$ cat src/rtl/pll_lock_reset_seq.sv
// pll_lock_reset_seq: drives iCE40 PLL RESETB, qualifies the synchronized LOCK and releases the downstream reset
module pll_lock_reset_seq #(
  parameter int RESET_CYCLES        = 16,
  parameter int LOCK_TIMEOUT_CYCLES = 4096,
  parameter int STABLE_CYCLES       = 1024,
  parameter int SYNC_STAGES         = 2,
  parameter int CNT_W               = 8
) (
  input  logic             clk_i,
  input  logic             reset_ni,
  input  logic             lock_i,
  output logic             pll_resetb_o,
  output logic             rst_o,
  output logic             ready_o,
  output logic             timeout_o,
  output logic [CNT_W-1:0] retries_o,
  output logic [CNT_W-1:0] lost_o,
  output logic [1:0]       state_o
);
  localparam int MAX_A = RESET_CYCLES > LOCK_TIMEOUT_CYCLES ? RESET_CYCLES : LOCK_TIMEOUT_CYCLES;
  localparam int MAX_C = MAX_A > STABLE_CYCLES ? MAX_A : STABLE_CYCLES;
  localparam int CW    = $clog2(MAX_C + 1);
  typedef enum logic [1:0] {PLL_RST, WAIT_LOCK, STABLE, RUN} state_t;
  state_t state, state_n;
  logic [CW-1:0] cnt, cnt_n;
  logic [SYNC_STAGES-1:0] sync;
  logic lock_s, timeout_n;
  logic [CNT_W-1:0] retries_n, lost_n;
  assign lock_s       = sync[SYNC_STAGES-1];
  assign pll_resetb_o = state != PLL_RST;
  assign rst_o        = state != RUN;
  assign ready_o      = state == RUN;
  assign state_o      = state;
  always_ff @(posedge clk_i) begin
    if (!reset_ni) begin
      state     <= PLL_RST;
      cnt       <= '0;
      sync      <= '0;
      timeout_o <= 1'b0;
      retries_o <= '0;
      lost_o    <= '0;
    end else begin
      state     <= state_n;
      cnt       <= cnt_n;
      sync      <= {sync[SYNC_STAGES-2:0], lock_i};
      timeout_o <= timeout_n;
      retries_o <= retries_n;
      lost_o    <= lost_n;
    end
  end
  always_comb begin
    state_n   = state;
    cnt_n     = cnt + 1'b1;
    timeout_n = timeout_o;
    retries_n = retries_o;
    lost_n    = lost_o;
    case (state)
      PLL_RST:
        if (cnt == CW'(RESET_CYCLES - 1)) state_n = WAIT_LOCK;
      WAIT_LOCK:
        if (lock_s) state_n = STABLE;
        else if (cnt == CW'(LOCK_TIMEOUT_CYCLES - 1)) begin
          state_n   = PLL_RST;
          timeout_n = 1'b1;
          retries_n = &retries_o ? retries_o : retries_o + 1'b1;
        end
      STABLE:
        if (!lock_s) state_n = WAIT_LOCK;
        else if (cnt == CW'(STABLE_CYCLES - 1)) state_n = RUN;
      RUN: begin
        cnt_n = cnt;
        if (!lock_s) begin
          state_n = PLL_RST;
          lost_n  = &lost_o ? lost_o : lost_o + 1'b1;
        end
      end
    endcase
    if (state_n != state) cnt_n = '0;
  end
endmodule

$ cat config.mk
export PLATFORM = sky130hd
export DESIGN_NAME = pll_lock_reset_seq
export DESIGN_NICKNAME = d
export VERILOG_FILES = /design/src/rtl/pll_lock_reset_seq.sv
export SDC_FILE = /design/constraint.sdc
export NUM_CORES = 1
export LEC_CHECK = 0
export CORE_UTILIZATION = 45
export CTS_BUF_LIST = sky130_fd_sc_hd__clkbuf_8
export DETAILED_ROUTE_END_ITERATION = 12
export PLACE_DENSITY = 0.77
export SYNTH_ARGS = -nofsm -noshare
export SYNTH_HDL_FRONTEND = slang
export SYNTH_SLANG_ARGS = --single-unit
$ cat constraint.sdc
create_clock -name clk_i -period 2.1 [get_ports clk_i]
set_input_delay 0.21 -clock clk_i [delete_from_list [all_inputs] [get_ports clk_i]]
set_output_delay 0.21 -clock clk_i [all_outputs]
set_load 0.01 [all_outputs]
==> flow_summary_export.csv <==
group,metric,value,unit
sta,finalClockSkew,0.00521,ns
cts,htreeDepth,2,
drt,drcViolationCount,0,
floorplanning,io_pins,25,
sta,finalHoldViolCount,0,
sta,max_freq,532,MHz
sta,min_period,1.88,ns
logic_synthesis,syn_area,1640,um2
finish,stdcell_area,2030,um2
run,max_cap_violations,0,
worst_setup_path,cp_max_fo,7,
floorplanning,dieArea,3880,um2
logic_synthesis,ys_top_cells_by_area,"dfxtp_1 42%, xnor2_1 5.9%, xor2_1 5.4%",
cts,hold_buffers,0,
min_path,min_from,"sync[0]$_SDFF_PN0_",
worst_setup_path,end_kind,"register",
logic_synthesis,syn_nets,187,
logic_synthesis,synth_common_cells,"34 x dfxtp_1, 19 x nor2_1, 16 x nand2_1",
cts,cts.sink_count,34,
cts,clock_path_buffers,2,
finish,fillerInstances,321,
global_route,grt_use_total,17.2,%
worst_setup_path,crit_type,"register to register",
cts,numCtsBuffers,5,
run_status,status,"completed",
floorplanning,die_w,62.3,um
finish,n_antenna_cell,0,
logic_synthesis,ys_ff_latch,34,
logic_synthesis,ys_async_sr_fraction,0,%
worst_setup_path,path_cells,"ha_1 -> nand4b_1 -> nor4_4 -> nand3_2 -> or4b_1 -> a21boi_1",
sta,setup_viol,0,
floorplanning,placementRows,21,
sta,fin_tns_setup,0,ns
worst_setup_path,cp_top_family,"simple AND/OR/NAND/NOR gates",
sta,worst_pin_slew,0.528,ns
finish,seqCellArea,681,um2
finish,final_cells,258,
floorplanning,die_h,62.3,um
worst_setup_path,worstPathArrival,2.10,ns
global_route,grt_overflow,0,
finish,area_growth,23.9,%
global_route,grt_max_degree,22,
logic_synthesis,synth.avg_cell_area,9.03,um2
place,place_congestion,0.852,
drt,routed_via_density,5.17,
finish,fin_nets,219,
worst_setup_path,worstPathRequired,2.32,ns
logic_synthesis,yosysMostFrequentCell,"dfxtp_1",
worst_setup_path,critPathLaunch,"cnt[0]$_SDFFE_PP0N_",
logic_synthesis,yosysUniqueCellTypes,42,
logic_synthesis,syn_inst,181,
power_and_ir_drop,ir_drop,373,uV
sta,period_share,89.6,%
cts,clk_latency,0.28,ns
place,place_hpwl,2130,um
sta,drv_slew,0,
cts,cts_root_buf,"clkbuf_8",
floorplanning,start_util,47.9,%
cts,path_clk_slew,0.06,ns
min_path,hold_class,"register to register",
logic_synthesis,yosysWarnings,0,
finish,drive_gt1_share,8.96,%
sta,fin_hold_ws,0.449,ns
logic_synthesis,synth_ff_type,"dfxtp_1",
drt,dr.pass1.iters,4,
worst_setup_path,critPathLaunchType,"register",
place,placedCellCount,252,
drt,avgRoutedWirePerCell,11.8,um
drt,vias,1335,
sta,rsz0062_at_grt,"no",
finish,multiInputGateArea,925,um2
global_route,grt_pass1_wl,5330,um
power_and_ir_drop,p_leak,0.758,nW
logic_synthesis,synth_edf_count,0,
logic_synthesis,yosysTopAreaCell,"dfxtp_1",
place,io_buffers,24,
cts,postCtsSetupBuffers,0,
worst_setup_path,cpMaxStageDelayCell,"or4b_1",
cts,cts-resized-gates,0,
drt,finalWirelength,3030,um
place,placed_cell_area,1940,um2
worst_setup_path,r2r_start,"cnt[0]$_SDFFE_PP0N_",
global_route,grt_pass1_vias,1219,
floorplanning,core,3420,um2
power_and_ir_drop,cellPowerDensity,570,nW/um2
logic_synthesis,synth_top_area_share,41.6,%
cts,cts_tree,"built",
sta,slew_headroom,64.6,%
worst_setup_path,path_buf_inv,0,
logic_synthesis,seq_area_frac_synth,41.6,%
drt,drt_iter0_markers,40,
worst_setup_path,critical-path-max-stage-delay,0.49,ns
global_route,grt_antenna_before_repair,0,
drt,drtAntennaViolNets,0,
worst register-to-register path: stages, from the launching register on:
cell      delay, ns
dfxtp_1        0.39
ha_1           0.21
nand4b_1       0.19
nor4_4         0.21
nand3_2        0.18
or4b_1         0.49
a21boi_1       0.14
report_power, final:
part	internal, mW	total (mW)	switching, mW
clock	0.252	0.465	0.213
sequential	0.652	0.658	0.00664
combinational	0.0153	0.0322	0.0169
total	0.919	1.16	0.237
cell usage in the layout (no fill, tap or decap), types with 3 or more instances in the layout:
cell type | netlist | routed
a21oi_1 | 5 | 5
and2_1 | 12 | 12
and3_1 | 6 | 6
buf_4 | 1 | 5
clkbuf_8 | 0 | 6
clkdlybuf4s50_1 | 0 | 24
dfxtp_1 | 34 | 34
ha_1 | 3 | 3
nand2_1 | 16 | 16
nand2b_1 | 3 | 3
nand3_1 | 11 | 11
nand4_1 | 6 | 6
nor2_1 | 19 | 19
nor3_1 | 6 | 6
nor3b_1 | 3 | 3
xnor2_1 | 11 | 11
xor2_1 | 10 | 10
sequential cells by signal, summed over array words and instances (netlist names):
signal     count
cnt           13
state_o        2
lost_o         8
timeout_o      1
retries_o      8
sync           2
cell type report:
class                   instances  area share, %
well taps                      46           2.84
inverters                       1          0.185
clock buffers                   6           4.07
flip-flops and latches         34           33.6
multi-input cells             142           45.6
repair buffers                 29           13.7
final timing paths:
check / cells past startpoint / slack (ns) / to
setup reg to reg: 6 / 0.22 / retries_o[3]$_SDFFE_PN0P_
hold reg to reg: 1 / 0.45 / sync[1]$_SDFF_PN0_
hold / removal: 1 / 0.45 / sync[1]$_SDFF_PN0_
setup / recovery: 6 / 0.22 / retries_o[3]$_SDFFE_PN0P_
logic make-up (layout without fill, tap and decap cells):
logic type,count (synthesis),in the layout,synth area share (%)
flip-flops,34,34,41.6
AND/OR/NAND/NOR,101,101,35.9
multiplexers,2,2,1.22
AO/OA/AOI/OAI,15,15,5.89
buffers and inverters,5,36,1.84
XOR/XNOR,21,21,11.2
adder cells (fa/ha/maj),3,3,2.30
per-stage QoR:
step                total power [mW]  utilization [%]  worst slack (ns)
finish                          1.16             59.3             0.219
global route                    1.21             59.3            0.0426
CTS                             1.17             59.3             0.206
detailed placement             0.705             56.9             0.228
global placement               0.705             56.9             0.221
floorplan                      0.693                -             0.298
routing by layer:
layer / GRT usage, % / wire [um] / vias up
met4: 7.85 / 58 / 0
met2: 26.8 / 1300 / 19
li1: - / - / 697
met5: 0 / 0 / -
met1: 22.7 / 1590 / 612
met3: 3.86 / 76 / 7
(Power assumes the default switching activity.)
